`src/rtl/relu_stream_unit_pkg.sv`:
```
// Shared constants for the multi-lane ReLU activation stream.
// Mode encodings and half-precision field geometry.
package relu_stream_unit_pkg;

  localparam logic [1:0] MODE_RELU   = 2'b00;
  localparam logic [1:0] MODE_LEAKY  = 2'b01;
  localparam logic [1:0] MODE_CLAMP  = 2'b10;
  localparam logic [1:0] MODE_BYPASS = 2'b11;

  localparam int HP_WIDTH = 16;
  localparam int HP_EXP_W = 5;
  localparam int HP_MAN_W = HP_WIDTH - 1 - HP_EXP_W;

  localparam logic [HP_WIDTH-1:0] HP_NEG_ZERO = 16'h8000;
  localparam logic [HP_WIDTH-1:0] HP_POS_INF  = 16'h7C00;

endpackage

```
`src/rtl/relu_lane_fn.sv`:
```
// Combinational per-lane activation: relu, leaky, clamp, bypass.
// Class flags arrive pre-registered from stage 1.
module relu_lane_fn
  import relu_stream_unit_pkg::*;
#(
  parameter int WIDTH      = HP_WIDTH,
  parameter int EXP_W      = HP_EXP_W,
  parameter int LEAK_SHIFT = 3
) (
  input  logic [WIDTH-1:0] x,
  input  logic [1:0]       mode,
  input  logic [WIDTH-1:0] cap,
  input  logic             neg,
  input  logic             nan,
  input  logic             inf,
  input  logic             zexp,
  output logic [WIDTH-1:0] y
);

  localparam int MAN_W = WIDTH - 1 - EXP_W;

  logic [EXP_W-1:0] e;
  logic [EXP_W-1:0] le;
  logic             leak_ok;
  logic [WIDTH-1:0] nzero;
  logic [WIDTH-2:0] ceil;
  logic [WIDTH-1:0] relu_y;
  logic [WIDTH-1:0] leaky_y;
  logic [WIDTH-1:0] clamp_y;

  assign e       = x[WIDTH-2 -: EXP_W];
  assign le      = e - EXP_W'(LEAK_SHIFT);
  assign leak_ok = (e > EXP_W'(LEAK_SHIFT)) && !zexp;
  assign nzero   = {1'b1, {(WIDTH-1){1'b0}}};
  // A negative ceiling collapses to +0
  assign ceil    = cap[WIDTH-1] ? '0 : cap[WIDTH-2:0];
  assign relu_y  = neg ? nzero : x;

  always_comb begin
    leaky_y = x;
    if (neg && !inf) begin
      leaky_y = leak_ok ? {1'b1, le, x[MAN_W-1:0]} : nzero;
    end
  end

  always_comb begin
    clamp_y = relu_y;
    if (neg) begin
      clamp_y = cap[WIDTH-1] ? '0 : nzero;
    end else if (inf || (x[WIDTH-2:0] > ceil)) begin
      clamp_y = {1'b0, ceil};
    end
  end

  always_comb begin
    y = x;
    if (!nan) begin
      unique case (1'b1)
        (mode == MODE_RELU):   y = relu_y;
        (mode == MODE_LEAKY):  y = leaky_y;
        (mode == MODE_CLAMP):  y = clamp_y;
        (mode == MODE_BYPASS): y = x;
        default:               y = x;
      endcase
    end
  end

endmodule

```
`src/rtl/relu_stream_unit.sv`:
```
// Two-stage multi-lane activation stream with valid/ready flow control
// and a saturating negative-lane statistics counter.
module relu_stream_unit
  import relu_stream_unit_pkg::*;
#(
  parameter int WIDTH      = HP_WIDTH,
  parameter int EXP_W      = HP_EXP_W,
  parameter int LANES      = 4,
  parameter int LEAK_SHIFT = 3,
  parameter int CNT_W      = 32
) (
  input  logic                   clk,
  input  logic                   rst_n,
  input  logic                   in_valid,
  output logic                   in_ready,
  input  logic [LANES*WIDTH-1:0] in_data,
  input  logic [1:0]             in_mode,
  input  logic [WIDTH-1:0]       in_cap,
  output logic                   out_valid,
  input  logic                   out_ready,
  output logic [LANES*WIDTH-1:0] out_data,
  input  logic                   stat_clear,
  output logic [CNT_W-1:0]       stat_neg_count
);

  localparam int MAN_W = WIDTH - 1 - EXP_W;
  localparam int PC_W  = $clog2(LANES + 1);

  logic                   s1_valid;
  logic                   s2_valid;
  logic                   s1_en;
  logic                   s2_en;
  logic                   in_fire;
  logic [LANES*WIDTH-1:0] s1_data;
  logic [1:0]             s1_mode;
  logic [WIDTH-1:0]       s1_cap;
  logic [LANES-1:0]       s1_neg;
  logic [LANES-1:0]       s1_nan;
  logic [LANES-1:0]       s1_inf;
  logic [LANES-1:0]       s1_zexp;
  logic [LANES-1:0]       c_neg;
  logic [LANES-1:0]       c_nan;
  logic [LANES-1:0]       c_inf;
  logic [LANES-1:0]       c_zexp;
  logic [LANES*WIDTH-1:0] res;
  logic [PC_W-1:0]        pop;
  logic [CNT_W:0]         sum;

  assign s2_en     = !s2_valid || out_ready;
  assign s1_en     = !s1_valid || s2_en;
  assign in_ready  = s1_en;
  assign in_fire   = in_valid && s1_en;
  assign out_valid = s2_valid;

  always_comb begin
    c_neg  = '0;
    c_nan  = '0;
    c_inf  = '0;
    c_zexp = '0;
    for (int i = 0; i < LANES; i++) begin
      logic [EXP_W-1:0] e;
      logic             m_nz;
      e         = in_data[i*WIDTH+MAN_W +: EXP_W];
      m_nz      = |in_data[i*WIDTH +: MAN_W];
      c_neg[i]  = in_data[i*WIDTH+WIDTH-1];
      c_nan[i]  = (&e) && m_nz;
      c_inf[i]  = (&e) && !m_nz;
      c_zexp[i] = (e == '0);
    end
  end

  always_comb begin
    pop = '0;
    for (int i = 0; i < LANES; i++) begin
      pop = pop + PC_W'(c_neg[i] && !c_nan[i]);
    end
  end

  // Clear happens before the add of a coincident beat
  always_comb begin
    sum = stat_clear ? '0 : {1'b0, stat_neg_count};
    if (in_fire) begin
      sum = sum + (CNT_W+1)'(pop);
    end
  end

  always_ff @(posedge clk or negedge rst_n) begin
    if (!rst_n) begin
      stat_neg_count <= '0;
    end else if (stat_clear || in_fire) begin
      stat_neg_count <= sum[CNT_W] ? '1 : sum[CNT_W-1:0];
    end
  end

  always_ff @(posedge clk or negedge rst_n) begin
    if (!rst_n) begin
      s1_valid <= 1'b0;
      s1_data  <= '0;
      s1_mode  <= MODE_RELU;
      s1_cap   <= '0;
      s1_neg   <= '0;
      s1_nan   <= '0;
      s1_inf   <= '0;
      s1_zexp  <= '0;
    end else if (s1_en) begin
      s1_valid <= in_valid;
      if (in_valid) begin
        s1_data <= in_data;
        s1_mode <= in_mode;
        s1_cap  <= in_cap;
        s1_neg  <= c_neg;
        s1_nan  <= c_nan;
        s1_inf  <= c_inf;
        s1_zexp <= c_zexp;
      end
    end
  end

  for (genvar g = 0; g < LANES; g++) begin : g_lane
    relu_lane_fn #(
      .WIDTH      (WIDTH),
      .EXP_W      (EXP_W),
      .LEAK_SHIFT (LEAK_SHIFT)
    ) u_fn (
      .x    (s1_data[g*WIDTH +: WIDTH]),
      .mode (s1_mode),
      .cap  (s1_cap),
      .neg  (s1_neg[g]),
      .nan  (s1_nan[g]),
      .inf  (s1_inf[g]),
      .zexp (s1_zexp[g]),
      .y    (res[g*WIDTH +: WIDTH])
    );
  end

  always_ff @(posedge clk or negedge rst_n) begin
    if (!rst_n) begin
      s2_valid <= 1'b0;
      out_data <= '0;
    end else if (s2_en) begin
      s2_valid <= s1_valid;
      if (s1_valid) begin
        out_data <= res;
      end
    end
  end

endmodule

```
`config.mk`:
```
export PLATFORM = sky130hd
export DESIGN_NAME = relu_stream_unit
export DESIGN_NICKNAME = d
export VERILOG_FILES = /design/src/rtl/relu_stream_unit_pkg.sv /design/src/rtl/relu_lane_fn.sv /design/src/rtl/relu_stream_unit.sv
export SDC_FILE = /design/constraint.sdc
export NUM_CORES = 1
export LEC_CHECK = 0
export ABC_CLOCK_PERIOD_IN_PS = 5100
export CAP_MARGIN = 15
export CORE_MARGIN = 3
export CORE_UTILIZATION = 59
export DETAILED_ROUTE_END_ITERATION = 10
export GPL_ROUTABILITY_DRIVEN = 0
export PLACE_DENSITY_LB_ADDON = 0.15
export SLEW_MARGIN = 20
export SYNTH_ARGS = -nofsm -noshare
export SYNTH_HDL_FRONTEND = slang
export SYNTH_HIERARCHICAL = 1
export SYNTH_SLANG_ARGS = --single-unit
```
`constraint.sdc`:
```
create_clock -name clk -period 5.1 [get_ports clk]
set_input_delay 0.51 -clock clk [delete_from_list [all_inputs] [get_ports clk]]
set_output_delay 0.51 -clock clk [all_outputs]
set_load 0.01 [all_outputs]
```
== After elaboration in Yosys (flattened, before gate mapping) ==
Cells that the tools add are included.
Word-level totals
  register bits after elaboration: 196
  input port bits: 87
Operators by class
  add/sub/neg operators: 8
  magnitude comparators: 8
  equality and inequality tests: 2
  multiplexer cells: 33
  reductions and logical operators: 61
Operators with widths (count)
  $mux W16: 21
  $pmux W16 S3: 4
  $mux W15: 5
  $mux W32: 2
  $gt A15 B15 Y1: 4
  $reduce_or A10 Y1: 4
  $add A32 B3 Y33: 1
  $mux W33: 1
  $logic_and A1 B1 Y1: 21
  $gt A5 B2 Y1 const B: 4
  $logic_not A5 Y1: 4
  $reduce_and A5 Y1: 4
  $sub A5 B2 Y5 const B: 4
  $logic_not A1 Y1: 18
  $logic_or A1 B1 Y1: 7
  $reduce_and A2 Y1: 2
  $add A2 B1 Y3: 1
  $add A3 B1 Y3: 1
  $add A1 B1 Y2: 1
  $eq A2 B1 Y1 const B: 1
  $eq A2 B2 Y1 const B: 1
  $logic_not A2 Y1: 1

== Logic depth before layout (Yosys ltp) ==
  depth after elaboration: 10
  gate-level depth with buffers: 15
  mapped depth without buffers: 14

== By module ==
The synthesis kept the hierarchy.
Modules (own cells, without submodules)
  relu_stream_unit: times used 1, cells each 800, area each 8235.4 µm², sequential area each 4804.6 µm²
  relu_lane_fn at g_lane[1].u_fn ...: times used 3, cells each 152, area each 1069.8 µm², sequential area each 0.0 µm²
  relu_lane_fn at g_lane[0].u_fn: times used 1, cells each 135, area each 967.2 µm², sequential area each 0.0 µm²

== Least setup slack after synthesis ==
OpenSTA, ideal clock, no wires.
  path type: in2reg
  start point: in in_data[13]
  end point: reg stat_neg_count[24]
  library setup time: 0.134 ns
  arrival time: 3.193 ns
  setup slack: 1.773 ns
  cell stages on the path: 13
  buffers on the path: 0
  cells stage by stage: and3_1 > nand4_1 > and2_1 > fa_1 > inv_1 > fa_1 > inv_1 > fa_1 > and2_1 > nand2_1 > or4_1 > a211oi_2 > o31ai_1
On the way
  longest elaborated chain between the ends: 10
Ends and longest elaborated chain
  from (decl): RTL line relu_stream_unit.sv:16  | input logic [LANES*WIDTH-1:0] in_data,
  $reduce_and A5 Y1: RTL line relu_stream_unit.sv:66  | c_nan[i] = (&e) && m_nz;
  $logic_and A1 B1 Y1: RTL line relu_stream_unit.sv:66
  $logic_not A1 Y1: RTL line relu_stream_unit.sv:75  | pop = pop + PC_W'(c_neg[i] && !c_nan[i]);
  $logic_and A1 B1 Y1: RTL line relu_stream_unit.sv:75
  $add A1 B1 Y2: RTL line relu_stream_unit.sv:75
  $add A2 B1 Y3: RTL line relu_stream_unit.sv:75
  $add A3 B1 Y3: RTL line relu_stream_unit.sv:75
  $add A32 B3 Y33: RTL line relu_stream_unit.sv:83  | sum = sum + (CNT_W+1)'(pop);
  $mux W33: RTL line relu_stream_unit.sv:82  | if (in_fire) begin
  $mux W32: RTL line relu_stream_unit.sv:91  | stat_neg_count <= sum[CNT_W] ? '1 : sum[CNT_W-1:0];
  to (signal assigned): RTL line relu_stream_unit.sv:91
  to (decl): RTL line relu_stream_unit.sv:23  | output logic [CNT_W-1:0] stat_neg_count
No other way between the ends.
A chain may end at the register's enable or synchronous reset.

== Worst setup path after layout ==
  start point: in in_data[49]
  end point: reg stat_neg_count[8]
On the way
  longest elaborated chain between the ends: 8
Ends and longest elaborated chain
  $reduce_or A10 Y1: RTL line relu_stream_unit.sv:64  | m_nz = |in_data[i*WIDTH +: MAN_W];
  $logic_and A1 B1 Y1: RTL line relu_stream_unit.sv:66
  $logic_not A1 Y1: RTL line relu_stream_unit.sv:75
  $logic_and A1 B1 Y1: RTL line relu_stream_unit.sv:75
  $add A3 B1 Y3: RTL line relu_stream_unit.sv:75
  $add A32 B3 Y33: RTL line relu_stream_unit.sv:83
  $mux W33: RTL line relu_stream_unit.sv:82
  $mux W32: RTL line relu_stream_unit.sv:91
No other way between the ends.

==> results.yml <==
placed_design:
  port_buffers: 184
  dp_hpwl_um: 25200
  post-place-cells: 1797
  place_ws_ns: 0.743
  postPlaceCellArea_sq_mm: 0.0144
synthesis:
  syn_area_sq_mm: 0.0124
  synth_seq_cells: 192
  async_flop_share_pct: 100
  yosys_warnings: 6
  synthCells: 1391
  yosysTopAreaCell: "dfrtp_1"
  synth_top_area_share_pct: 38.7
  ys.flop_type: "dfrtp_1"
  synth-edff-count: 0
  synth.area.top_cells: "dfrtp_1 (39%), nand2_1 (11%), ha_1 (6.6%), mux2_2 (5.8%), a21oi_1 (2.9%)"
  synth-seq-area-share_pct: 38.7
  syn_area_per_cell_sq_um: 8.92
  ys_types: 85
  synth_nets: 1546
power:
  p_sw_mw: 1.89
  clkPwrFrac_pct: 24.7
  p_leak_nw: 6.47
  power_frac_comb_pct: 36.0
  switching_share_pct: 35.9
  powerDensity_mw_per_mm2: 351
  ir_worst_vdd_v: 0.000216
  seqPwrFrac_pct: 39.3
  fin_total_pwr_mw: 5.26
  p_int_mw: 3.37
floorplanning:
  num_rows: 52
  core_sq_mm: 0.0204
  die_h_um: 151
  boundaryPins: 185
  dieWidth_um: 151
  die_area_sq_mm: 0.0228
  initial_core_util_pct: 60.8
setup_path:
  required_ns: 5.39
  rr_worst_depth: 10
  crit_slowest_cell: "fa_1"
  max_stage_delay_ns: 0.44
  r2r_slack_ns: 1.20
  startpoint: "in_data[49]"
  critical_path_class: "input pin to flip-flop"
  path_cells: "clkdlybuf4s50_1 -> nor4_1 -> buf_4 -> nand3_1 -> nand4_1 -> and2_1 -> fa_1 -> inv_1 -> fa_1 -> inv_1 -> fa_1 -> and2_1 -> nand2_1 -> nor3_2 -> buf_4 -> nand2_1 -> o21ai_0"
  endpoint_kind: "flip-flop"
  crit_family: "simple AND/OR/NAND/NOR gates"
  path_common_cell: "fa_1"
  cp_max_fo: 10
  reg2reg_from: "s1_cap[15]$_DFFE_PN0P_"
  cp_num_buf_inv: 5
  r2r-end: "out_data[9]$_DFFE_PN0P_"
  critPathCapture: "stat_neg_count[8]$_DFFE_PN0P_"
  crit_arrival_ns: 4.27
  cp.depth: 17
  start_kind: "input pin"
hold_path:
  hold_path.class: "input pin to asynchronous set/reset pin"
finish:
  stdcell_count: 1829
  design_area_sq_mm: 0.0150
  area_growth_syn_to_layout_pct: 20.8
  seq_area_sq_mm: 0.00480
  layout_common_cells: "nand2_1 (373), dfrtp_1 (192), clkdlybuf4s50_1 (183)"
  fin_util_pct: 73.4
  nets: 1701
  fillCellCount: 1577
  mostFrequentLayoutCell: "nand2_1"
  multiInputGateArea_sq_mm: 0.00727
  diodes: 0
  drive_above_1_share_pct: 10.6
global_routing:
  antenna_found_initial: 3
  grt_max_degree: 100
  gr-usage-all-layers_pct: 31.7
  grt_pass1_wl_um: 57200
  grt_pass1_vias: 10800
  grt-ovfl-total: 0
clocking:
  cts_sinks: 192
  cts_setup_buffers: 0
  clkSlewWorstSetupHoldPaths_ns: 0.07
  cts-root-buf: "clkbuf_16"
  clk_latency_ns: 0.44
  cts_tree: "built"
  holdBufCountCts: 0
  cts_made_buffers: 17
  clock_path_buffers: 2
  htreeDepth: 4
  cts_resized: 0
sta:
  worst_pin_slew_ns: 1.10
  finalSetupTns_ns: 0
  rsz0062_at_grt: "false"
  setup_viol: 0
  fin_ws_ns: 1.12
  hold_violations: 0
  whs_ns: 0.109
  finalCritPeriodShare_pct: 78.0
  slew_headroom_pct: 27.0
  period_needed_ns: 3.98
  slew_viol_final: 0
  skew_ns: 0.0117
  fmax_ghz: 0.251
route:
  via_per_inst: 6.33
  vias: 11600
  routed_wl_um: 36000
  drcViolationCount: 0
  wl_per_cell_um: 19.7
  drt.antenna.violating_nets: 0
  drt_iter0_drc: 890
  first_pass_iters: 5
outcome:
  status: "completed"
flow_run:
  max_cap_violations: 0
==> synthesized netlist by cell type (all sizes together) (7+ instances only) <==
cell / number
a21o: 12
buf: 22
nand3: 20
and2: 10
nand4: 29
a211oi: 20
nor3b: 15
o21ai: 45
nor2: 50
nor4: 25
inv: 14
o221ai: 27
nor2b: 22
nand2: 377
nor3: 19
mux2: 64
o22a: 7
nand3b: 11
dfrtp: 192
ha: 65
o31ai: 12
a21oi: 75
o21a: 11
and3: 13
a31oi: 10
or4: 7
and4: 10
nand2b: 56
clkbuf: 41
a32o: 9
==> power groups by stage <==
stage / registers, mW / logic, mW / clock network, mW
finish: 2.07 / 1.89 / 1.30
global route: 2.09 / 2.07 / 1.38
CTS: 2.06 / 1.88 / 1.31
detailed placement: 2.08 / 1.87 / 0
global placement: 2.07 / 1.82 / 0
floorplan: 2.08 / 1.08 / 0
==> registers in the layout (all words and copies together), names as in the netlist <==
signal and cells:
s1_data 64, s1_mode 2, s1_cap 16, s1_valid 1, s1_zexp 4, s1_nan 4
out_valid 1, s1_inf 4, stat_neg_count 32, out_data 64
==> metal layers <==
layer | vias to the layer above | global-route usage, % | wire (um)
li1 | 5375 | - | -
met1 | 5548 | 44.0 | 15100
met2 | 571 | 50.9 | 16800
met3 | 72 | 6.43 | 3290
met4 | 4 | 8.66 | 778
met5 | - | 0 | 27
==> worst min path at each step <==
stage                              endpoint  slack (ns)  cells past startpoint
global route        s1_data[41]$_DFFE_PN0P_        0.17                      1
detailed placement   s1_mode[1]$_DFFE_PN0P_        0.46                      2
CTS                 s1_data[41]$_DFFE_PN0P_        0.15                      1
floorplan           out_data[0]$_DFFE_PN0P_        0.21                      0
global placement     s1_mode[0]$_DFFE_PN0P_        0.46                      2
finish              s1_data[41]$_DFFE_PN0P_        0.11                      1
==> cells by family (layout without fill, tap and decap cells) <==
group	Yosys count	after routing	synth area share, %
AND/OR/NAND/NOR	688	688	27.6
AO/OA/AOI/OAI	290	290	17.1
flip-flops	192	192	38.7
buffers and inverters	78	246	2.84
multiplexers	70	70	6.29
adder cells (fa/ha/maj)	68	68	7.04
XOR/XNOR	5	5	0.353
==> area by class of cell <==
class / count / area share, %
Timing Repair Buffer: 199 / 13.1
Sequential cell: 192 / 32.0
Multi-Input combinational cell: 1121 / 48.5
Tap cell: 270 / 2.25
Clock buffer: 18 / 2.93
Inverter: 15 / 0.375
Clock inverter: 14 / 0.809
Note: power is estimated with default switching activity, not from simulation.
